**config.mk**
```make
export PLATFORM = sky130hd
export DESIGN_NAME = router_out_reader_flat
export DESIGN_NICKNAME = d
export VERILOG_FILES = /design/src/rtl/router_out_reader_if.sv /design/src/rtl/router_out_reader.sv /design/src/flat_wrapper.sv
export SDC_FILE = /design/constraint.sdc
export NUM_CORES = 1
export LEC_CHECK = 0
export ABC_AREA = 1
export CAP_MARGIN = 20
export CORE_MARGIN = 5
export CORE_UTILIZATION = 50
export CTS_BUF_LIST = sky130_fd_sc_hd__clkbuf_16
export DETAILED_ROUTE_END_ITERATION = 6
export GPL_TIMING_DRIVEN = 1
export PLACE_DENSITY = 0.81
export SLEW_MARGIN = 5
export SYNTH_ARGS = -nofsm -noshare
export SYNTH_HDL_FRONTEND = slang
export SYNTH_SLANG_ARGS = --single-unit
```
**constraint.sdc**
```tcl
create_clock -name clk -period 7.9 [get_ports clk]
set_input_delay 1.58 -clock clk [delete_from_list [all_inputs] [get_ports clk]]
set_output_delay 1.58 -clock clk [all_outputs]
set_load 0.005 [all_outputs]
```
**src/rtl/router_out_reader_if.sv**
```systemverilog
// Bundle between one router output channel reader, its channel FIFO/sync logic and the byte sink.
interface router_out_reader_if #(
  parameter int CNT_W = 16
);
  logic             vld_out;
  logic             soft_reset;
  logic [7:0]       fifo_dout;
  logic             sink_ready;
  logic             read_enb;
  logic [7:0]       pkt_data;
  logic             pkt_vld;
  logic             pkt_sop;
  logic             pkt_eop;
  logic             pkt_err;
  logic             pkt_abort;
  logic             busy;
  logic [CNT_W-1:0] pkt_count;
  logic [CNT_W-1:0] err_count;
  logic [CNT_W-1:0] abort_count;

  modport master (
    input  vld_out, soft_reset, fifo_dout, sink_ready,
    output read_enb, pkt_data, pkt_vld, pkt_sop, pkt_eop, pkt_err, pkt_abort,
           busy, pkt_count, err_count, abort_count
  );

  modport slave (
    output vld_out, soft_reset, fifo_dout, sink_ready,
    input  read_enb, pkt_data, pkt_vld, pkt_sop, pkt_eop, pkt_err, pkt_abort,
           busy, pkt_count, err_count, abort_count
  );
endinterface

```
**src/rtl/router_out_reader.sv**
```systemverilog
// Pops one router channel FIFO, frames header/payload/parity to the sink with sop/eop/err.
// Bytes appear 1 cycle after read_enb; sink_ready and vld_out gate issue, soft_reset aborts the packet.
module router_out_reader #(
  parameter int START_DLY = 0,
  parameter int CNT_W     = 16
) (
  input  logic               clk,
  input  logic               reset,
  router_out_reader_if.master io
);

  typedef enum logic [2:0] {S_IDLE, S_DLY, S_HDR_RD, S_HDR_WT, S_BODY, S_DRAIN} state_t;

  localparam logic [4:0] DLY_INIT = 5'(START_DLY);
  localparam bit         NO_DLY   = (START_DLY == 0);

  state_t           state_q, state_d;
  logic [4:0]       dly_q, dly_d;
  logic [6:0]       rem_q, rem_d;
  logic [6:0]       iss_q, iss_d;
  logic [7:0]       par_q, par_d;
  logic             infl_q, infl_d;
  logic             sop_q, sop_d;
  logic             eop_q, eop_d;
  logic             abort_q, abort_d;
  logic [CNT_W-1:0] pkt_cnt_q, pkt_cnt_d;
  logic [CNT_W-1:0] err_cnt_q, err_cnt_d;
  logic [CNT_W-1:0] abt_cnt_q, abt_cnt_d;

  logic       rd;
  logic       can_rd;
  logic       abort_now;
  logic       out_vld;
  logic       chk_err;
  logic [6:0] iss_inc;

  assign can_rd    = io.vld_out & io.sink_ready;
  assign abort_now = io.soft_reset & (state_q != S_IDLE);
  // A byte already in flight when the channel is flushed is dropped, not shown.
  assign out_vld   = infl_q & ~abort_now;
  assign chk_err   = eop_q & (par_q != io.fifo_dout);
  assign iss_inc   = iss_q + 7'd1;

  always_comb begin
    state_d   = state_q;
    dly_d     = dly_q;
    rem_d     = rem_q;
    iss_d     = iss_q;
    par_d     = par_q;
    infl_d    = 1'b0;
    sop_d     = 1'b0;
    eop_d     = 1'b0;
    abort_d   = 1'b0;
    pkt_cnt_d = pkt_cnt_q;
    err_cnt_d = err_cnt_q;
    abt_cnt_d = abt_cnt_q;
    rd        = 1'b0;

    if (abort_now) begin
      state_d   = S_IDLE;
      abort_d   = 1'b1;
      abt_cnt_d = abt_cnt_q + CNT_W'(1);
    end else begin
      if (infl_q) begin
        if (sop_q) begin
          par_d = io.fifo_dout;
        end else if (!eop_q) begin
          par_d = par_q ^ io.fifo_dout;
        end
        if (eop_q) begin
          pkt_cnt_d = pkt_cnt_q + CNT_W'(1);
          if (chk_err) begin
            err_cnt_d = err_cnt_q + CNT_W'(1);
          end
        end
      end

      unique case (state_q)
        S_IDLE: begin
          if (io.vld_out && !io.soft_reset) begin
            // With no start delay the header read issues from IDLE so back-to-back packets lose no cycle.
            if (NO_DLY) begin
              if (io.sink_ready) begin
                rd      = 1'b1;
                sop_d   = 1'b1;
                state_d = S_HDR_WT;
              end else begin
                state_d = S_HDR_RD;
              end
            end else begin
              dly_d   = DLY_INIT;
              state_d = S_DLY;
            end
          end
        end
        S_DLY: begin
          if (dly_q == 5'd0) begin
            state_d = S_HDR_RD;
          end else begin
            dly_d = dly_q - 5'd1;
          end
        end
        S_HDR_RD: begin
          if (can_rd) begin
            rd      = 1'b1;
            sop_d   = 1'b1;
            state_d = S_HDR_WT;
          end
        end
        S_HDR_WT: begin
          if (infl_q) begin
            rem_d   = {1'b0, io.fifo_dout[7:2]} + 7'd1;
            iss_d   = 7'd0;
            state_d = S_BODY;
          end
        end
        S_BODY: begin
          if (can_rd && (iss_q < rem_q)) begin
            rd    = 1'b1;
            iss_d = iss_inc;
            if (iss_inc == rem_q) begin
              eop_d   = 1'b1;
              state_d = S_DRAIN;
            end
          end
        end
        S_DRAIN: begin
          if (infl_q) begin
            state_d = S_IDLE;
          end
        end
        default: state_d = S_IDLE;
      endcase

      infl_d = rd;
    end
  end

  always_ff @(posedge clk or posedge reset) begin
    if (reset) begin
      state_q   <= S_IDLE;
      dly_q     <= '0;
      rem_q     <= '0;
      iss_q     <= '0;
      par_q     <= '0;
      infl_q    <= 1'b0;
      sop_q     <= 1'b0;
      eop_q     <= 1'b0;
      abort_q   <= 1'b0;
      pkt_cnt_q <= '0;
      err_cnt_q <= '0;
      abt_cnt_q <= '0;
    end else begin
      state_q   <= state_d;
      dly_q     <= dly_d;
      rem_q     <= rem_d;
      iss_q     <= iss_d;
      par_q     <= par_d;
      infl_q    <= infl_d;
      sop_q     <= sop_d;
      eop_q     <= eop_d;
      abort_q   <= abort_d;
      pkt_cnt_q <= pkt_cnt_d;
      err_cnt_q <= err_cnt_d;
      abt_cnt_q <= abt_cnt_d;
    end
  end

  assign io.read_enb    = rd;
  assign io.pkt_data    = out_vld ? io.fifo_dout : 8'h00;
  assign io.pkt_vld     = out_vld;
  assign io.pkt_sop     = out_vld & sop_q;
  assign io.pkt_eop     = out_vld & eop_q;
  assign io.pkt_err     = out_vld & chk_err;
  assign io.pkt_abort   = abort_q;
  assign io.busy        = (state_q != S_IDLE);
  assign io.pkt_count   = pkt_cnt_q;
  assign io.err_count   = err_cnt_q;
  assign io.abort_count = abt_cnt_q;

endmodule
```
**src/flat_wrapper.sv**
```systemverilog
// flat-port wrapper written by rule: the top's interface ports become plain ports
module router_out_reader_flat 
#(
  parameter int START_DLY = 0,
  parameter int CNT_W     = 16
)
  (clk, reset, io_vld_out, io_soft_reset, io_fifo_dout, io_sink_ready, io_read_enb, io_pkt_data, io_pkt_vld, io_pkt_sop, io_pkt_eop, io_pkt_err, io_pkt_abort, io_busy, io_pkt_count, io_err_count, io_abort_count);
  router_out_reader_if #(.CNT_W(CNT_W)) io_i ();
  input  logic clk;
  input  logic reset;
  input wire logic [$bits(io_i.vld_out)-1:0] io_vld_out;
  input wire logic [$bits(io_i.soft_reset)-1:0] io_soft_reset;
  input wire logic [$bits(io_i.fifo_dout)-1:0] io_fifo_dout;
  input wire logic [$bits(io_i.sink_ready)-1:0] io_sink_ready;
  output wire logic [$bits(io_i.read_enb)-1:0] io_read_enb;
  output wire logic [$bits(io_i.pkt_data)-1:0] io_pkt_data;
  output wire logic [$bits(io_i.pkt_vld)-1:0] io_pkt_vld;
  output wire logic [$bits(io_i.pkt_sop)-1:0] io_pkt_sop;
  output wire logic [$bits(io_i.pkt_eop)-1:0] io_pkt_eop;
  output wire logic [$bits(io_i.pkt_err)-1:0] io_pkt_err;
  output wire logic [$bits(io_i.pkt_abort)-1:0] io_pkt_abort;
  output wire logic [$bits(io_i.busy)-1:0] io_busy;
  output wire logic [$bits(io_i.pkt_count)-1:0] io_pkt_count;
  output wire logic [$bits(io_i.err_count)-1:0] io_err_count;
  output wire logic [$bits(io_i.abort_count)-1:0] io_abort_count;
  assign io_i.vld_out = io_vld_out;
  assign io_i.soft_reset = io_soft_reset;
  assign io_i.fifo_dout = io_fifo_dout;
  assign io_i.sink_ready = io_sink_ready;
  assign io_read_enb = io_i.read_enb;
  assign io_pkt_data = io_i.pkt_data;
  assign io_pkt_vld = io_i.pkt_vld;
  assign io_pkt_sop = io_i.pkt_sop;
  assign io_pkt_eop = io_i.pkt_eop;
  assign io_pkt_err = io_i.pkt_err;
  assign io_pkt_abort = io_i.pkt_abort;
  assign io_busy = io_i.busy;
  assign io_pkt_count = io_i.pkt_count;
  assign io_err_count = io_i.err_count;
  assign io_abort_count = io_i.abort_count;
  router_out_reader #(.START_DLY(START_DLY), .CNT_W(CNT_W)) u_core (.clk(clk), .reset(reset), .io(io_i));
endmodule
```
# Word level (Yosys, flattened, before mapping)

Cells that the tools add are included.

Bits in registers: 82
Input bits: 13
Output and inout bits: 63
Word-level logic and storage cells: 89

$add $sub $neg: 6
Order comparisons: 1
Equality and inequality tests: 17
Mux-type cells: 29
Bitwise operators: 10
Reduce and logical (&&, ||, !) cells: 14

Operators by type and width:

| kind                                                | number |
|---|---|
| adder 16 x 1 -> 16 bit, second input constant       | 3 |
| two-way mux 3 bit                                   | 8 |
| two-way mux 8 bit                                   | 3 |
| != test 3 x 1 -> 1 bit, second input constant       | 7 |
| one-hot mux 3 bit (6 select lines)                  | 1 |
| two-way mux 7 bit                                   | 2 |
| one-hot mux 7 bit (2 select lines)                  | 1 |
| two-way mux 1 bit                                   | 12 |
| AND reduction 3 bit                                 | 4 |
| != test 8 bit                                       | 1 |
| AND reduction 4 bit                                 | 2 |
| XOR 8 bit                                           | 1 |
| adder 6 x 1 -> 7 bit, second input constant         | 1 |
| adder 7 x 1 -> 7 bit, second input constant         | 1 |
| AND 1 bit                                           | 7 |
| equality test 7 bit                                 | 1 |
| < comparator 7 bit                                  | 1 |
| AND reduction 7 bit                                 | 1 |
| equality test 3 x 2 -> 1 bit, second input constant | 2 |
| equality test 3 bit, second input constant          | 2 |
| != test 2 x 1 -> 1 bit, second input constant       | 3 |
| logical NOT 5 bit                                   | 1 |
| subtractor 5 x 1 -> 5 bit, second input constant    | 1 |
| equality test 3 x 1 -> 1 bit, second input constant | 1 |
| other kinds (8)                                     | 10 |

# Logic depth before layout (Yosys ltp)

Word-level depth: 6
Depth in mapped cells: 14
Depth with buffers taken out: 14

# Worst setup path after synthesis

OpenSTA, ideal clock, no wires.

Path kind: in2out
Start point: input io_fifo_dout[3]
End point: output io_pkt_err
Arrival time: 2384 ps
Required time: 6320 ps
Slack: 3936 ps
Cell stages on the path: 7
Path buffers: 1
Path through: xnor2_1 nand2_1 nor3_1 nand4_1 nand2_2 inv_2 buf_4

Cells in the longest elaborated chain, start to end: 3

Ends and longest elaborated chain:

| what               | RTL line                 | text |
|---|---|---|
| start: declaration | flat_wrapper.sv:13       | `input wire logic [$bits(io_i.fifo_dout)-1:0] io_fifo_dout;` |
| != test 8 bit      | router_out_reader.sv:41  | `assign chk_err = eop_q & (par_q != io.fifo_dout);` |
| AND 1 bit          | router_out_reader.sv:41  |  |
| AND 1 bit          | router_out_reader.sv:174 | `assign io.pkt_err = out_vld & chk_err;` |
| end: declaration   | flat_wrapper.sv:20       | `output wire logic [$bits(io_i.pkt_err)-1:0] io_pkt_err;` |

No other way between the ends.

# Worst setup path in the final report

Start point: input io_fifo_dout[2]
End point: output io_pkt_err

Same word-level chain as after synthesis.

==> impl_results.md <==
* Outcome: complete, no violations
* Clock-pin slew on the worst setup and hold paths at 0.06 ns
* First-pass GRT wire length at 18650 microns
* Sum Neg Setup Slack at 0 ns
* Synth async-reset ratio at 100.0%
* DP HPWL at 7923 microns
* CP max FO at 19
* Pwr dens at 247.9 mW/mm^2
* Initial Utilization at 50.52%
* Sequential share of power at 39.7%
* Final Slew Violations at 0
* Net Switching at 0.4594 mW
* YS warnings at 0
* Post-Place Cells at 735
* Proportion of layout cells with a drive suffix above 1 at 6.250%
* CTS H-Tree Depth at 3
* Total Wirelength at 10610 microns
* Fmax achieved at 189.6 MHz
* Seq cells post-synth at 82
* Largest net degree at the start of global routing at 83
* Crit Path Category: in -> out
* NumNets Final at 662
* Root buffer cell: clkbuf_16
* Worst skew pair latency at 0.33 ns
* Combinational fraction of design power at 28.0%
* RSZ-0062 raised after global routing: no
* Minimum clock period at 5.274 ns
* GR Overflow Total at 0
* Vias in the first global route at 4049
* Max_cap viols at 0
* Worst VDD drop at 0.0001451 V
* Fin area at 0.005809 sq mm
* Cells after synthesis at 554
* Clock sinks at 82
* Area after DPL at 0.005449 sq mm
* IO buf count at 75
* Drt drc at 0
* Post-Syn Nets at 580
* CTS tree: yes
* Post-Syn Area at 0.004579 sq mm
* Clock Path Buffers at 2
* Ports at 76
* FILL cells at 730
* Post-synth top area cell: dfrtp_1
* Area Overhead vs Synth at 26.86%
* CP Data Required Time at 6.32 ns
* Clock network fraction of total power at 32.2%
* Internal at 0.9805 mW
* Routed Antenna Nets at 0
* Worst Tran Pin Value at 0.6239 ns
* Total power at 1.440 mW
* WL/cell at 14.13 microns
* CP arrival at 3.69 ns
* Post-CTS setup buffers at 0
* Switching share of power at 31.91%
* Initial antenna violation count at 0
* CP Launch Type: primary input
* Synth area leaders: dfrtp_1 (45%), nand2_1 (11%), xor2_1 (6.1%)
* Cts hold-fix bufs at 0
* Antenna cells at 0
* Yosys cell types at 36
* Number of synthesized flops with an enable pin at 0
* Post_cts resized at 0
* Final non-filler cell total at 751
* Total GRT Usage at 20.21%
* Dominant synthesized flop cell: dfrtp_1
* Share of the synthesized area in the top cell type at 44.81%
* Setup Skew at 0.006706 ns
* GPL Wtd Cong at 0.9670
* Worst hold path type: reg -> reg
* Die Wd at 105.7 microns
* Final Cycle Share at 66.75%
* Vias at 3897
* Drt via density at 5.189
* Drt initial violations at 227
* Die Ht at 105.7 microns
* Final setup violating endpoints at 0
* Post-synthesis sequential area ratio at 44.81%
* Avg Inst Size Synth at 8.266 sq um
* Drt pass-1 iters at 4
* Die area at 0.01117 sq mm
* Element type at the critical path end: primary output
* Number of buffers created by CTS at 9
* Leakage Power at 2.790 nW
* Core ar. at 0.009065 sq mm
* Std-Cell Rows at 35
* Slew HR at 58.41%
* Final hold vios at 0
==> placed cells by master, fill, tap and decap left out, types with 4 or more instances in the layout <==
cell type	instances
inv_1	72
o21a_1	9
clkdlybuf4s50_1	75
ha_1	13
xnor2_1	22
nand3b_1	4
nor3_1	14
nor2_1	40
nor2_2	5
nand3_1	35
xor2_1	32
dfrtp_1	82
o31ai_1	4
nand4_1	13
clkbuf_16	9
a21oi_1	8
nand2_1	135
o21ai_0	35
==> registers in the layout, summed over array words and instances (netlist names) <==
| name | flops |
|---|---|
| u_core.io.abort_count | 16 |
| u_core.io.err_count | 16 |
| u_core.dly_q | 5 |
| u_core.sop_q | 1 |
| u_core.par_q | 8 |
| u_core.state_q | 3 |
| u_core.io.pkt_count | 16 |
| u_core.infl_q | 1 |
| u_core.rem_q | 7 |
| u_core.eop_q | 1 |
| u_core.io.pkt_abort | 1 |
| u_core.iss_q | 7 |
==> power groups by stage <==
stage | Clock [mW] | Combinational (mW) | Sequential (mW)
2_1_floorplan | 0 | 0.271 | 0.559
3_3_place_gp | 0 | 0.382 | 0.574
3_5_place_dp | 0 | 0.401 | 0.577
4_1_cts | 0.472 | 0.406 | 0.572
5_1_grt | 0.494 | 0.463 | 0.584
6_report | 0.464 | 0.403 | 0.572
==> logic make-up (layout without fill, tap and decap cells) <==
family	count (synthesis)	count (layout)	synth area share [%]
AOI/OAI and AO/OA	63	63	8.006
xor gates and xnor gates	54	54	10.33
adders and majority gates	13	13	3.552
buffers and inverters	80	166	6.694
DFF	82	82	44.81
and+or+nand+nor	262	262	26.61
==> critical path: stages <==
cell and delay [ns]:
clkdlybuf4s50_1 0.51, xnor2_1 0.26, nand2_1 0.08, nor3_1 0.19
nand4_1 0.17, nand2_2 0.24, inv_2 0.18, clkdlybuf4s50_1 0.48
==> layout make-up <==
cell class                 instances  area (sq um)  share of cell area (%)
multi-input combinational        392          2221                   38.23
sequential                        82          2052                   35.32
timing repair buffer              77         785.8                   13.53
inverter                          74         279.0                   4.803
clock buffer                       9         225.2                   3.877
tap                              111         138.9                   2.391
clock inverter                     6         107.6                   1.852
==> per-layer routing <==
metal / share of wire (%) / track usage (%)
met4: 1.3 / 6.383
met3: 5.1 / 5.083
met2: 50 / 35.66
met5: 0 / 0
met1: 43 / 24.15
==> through the flow <==
stage                     setup WS [ns]  utilization [%]  hold slack [ns]
final                             2.626            64.09           0.4755
after global routing              2.401            64.09           0.5065
after CTS                         2.630            63.78           0.4772
after detailed placement          2.676            60.11           0.4642
after global placement            2.734            60.11           0.4572
after floorplan                   3.936                -           0.4419
==> final timing paths <==
check,from,to,slack [ns],depth (start not counted)
max,io_fifo_dout[2],io_pkt_err,2.63,8
min,u_core.io.abort_count[15],u_core.io.abort_count[15],0.48,1
max reg2reg,u_core.iss_q[1],u_core.state_q[2],5.91,14
min reg2reg,u_core.io.abort_count[15],u_core.io.abort_count[15],0.48,1
max in group asynchronous,reset,u_core.iss_q[1],5.65,4
min in group asynchronous,reset,u_core.io.pkt_count[5],1.67,3
==> synthesized netlist by cell type (3+ instances only) <==
cell      number
a21oi_1        8
clkbuf_1       3
dfrtp_1       82
ha_1          13
inv_1         72
nand2_1      135
nand2_2        3
nand2_4        3
nand3_1       35
nand3b_1       4
nand4_1       13
nor2_1        40
nor2_2         5
nor2_4         3
nor3_1        14
o21a_1         9
o21ai_0       35
o31ai_1        4
xnor2_1       22
xor2_1        32
(Power assumes the default switching activity.)
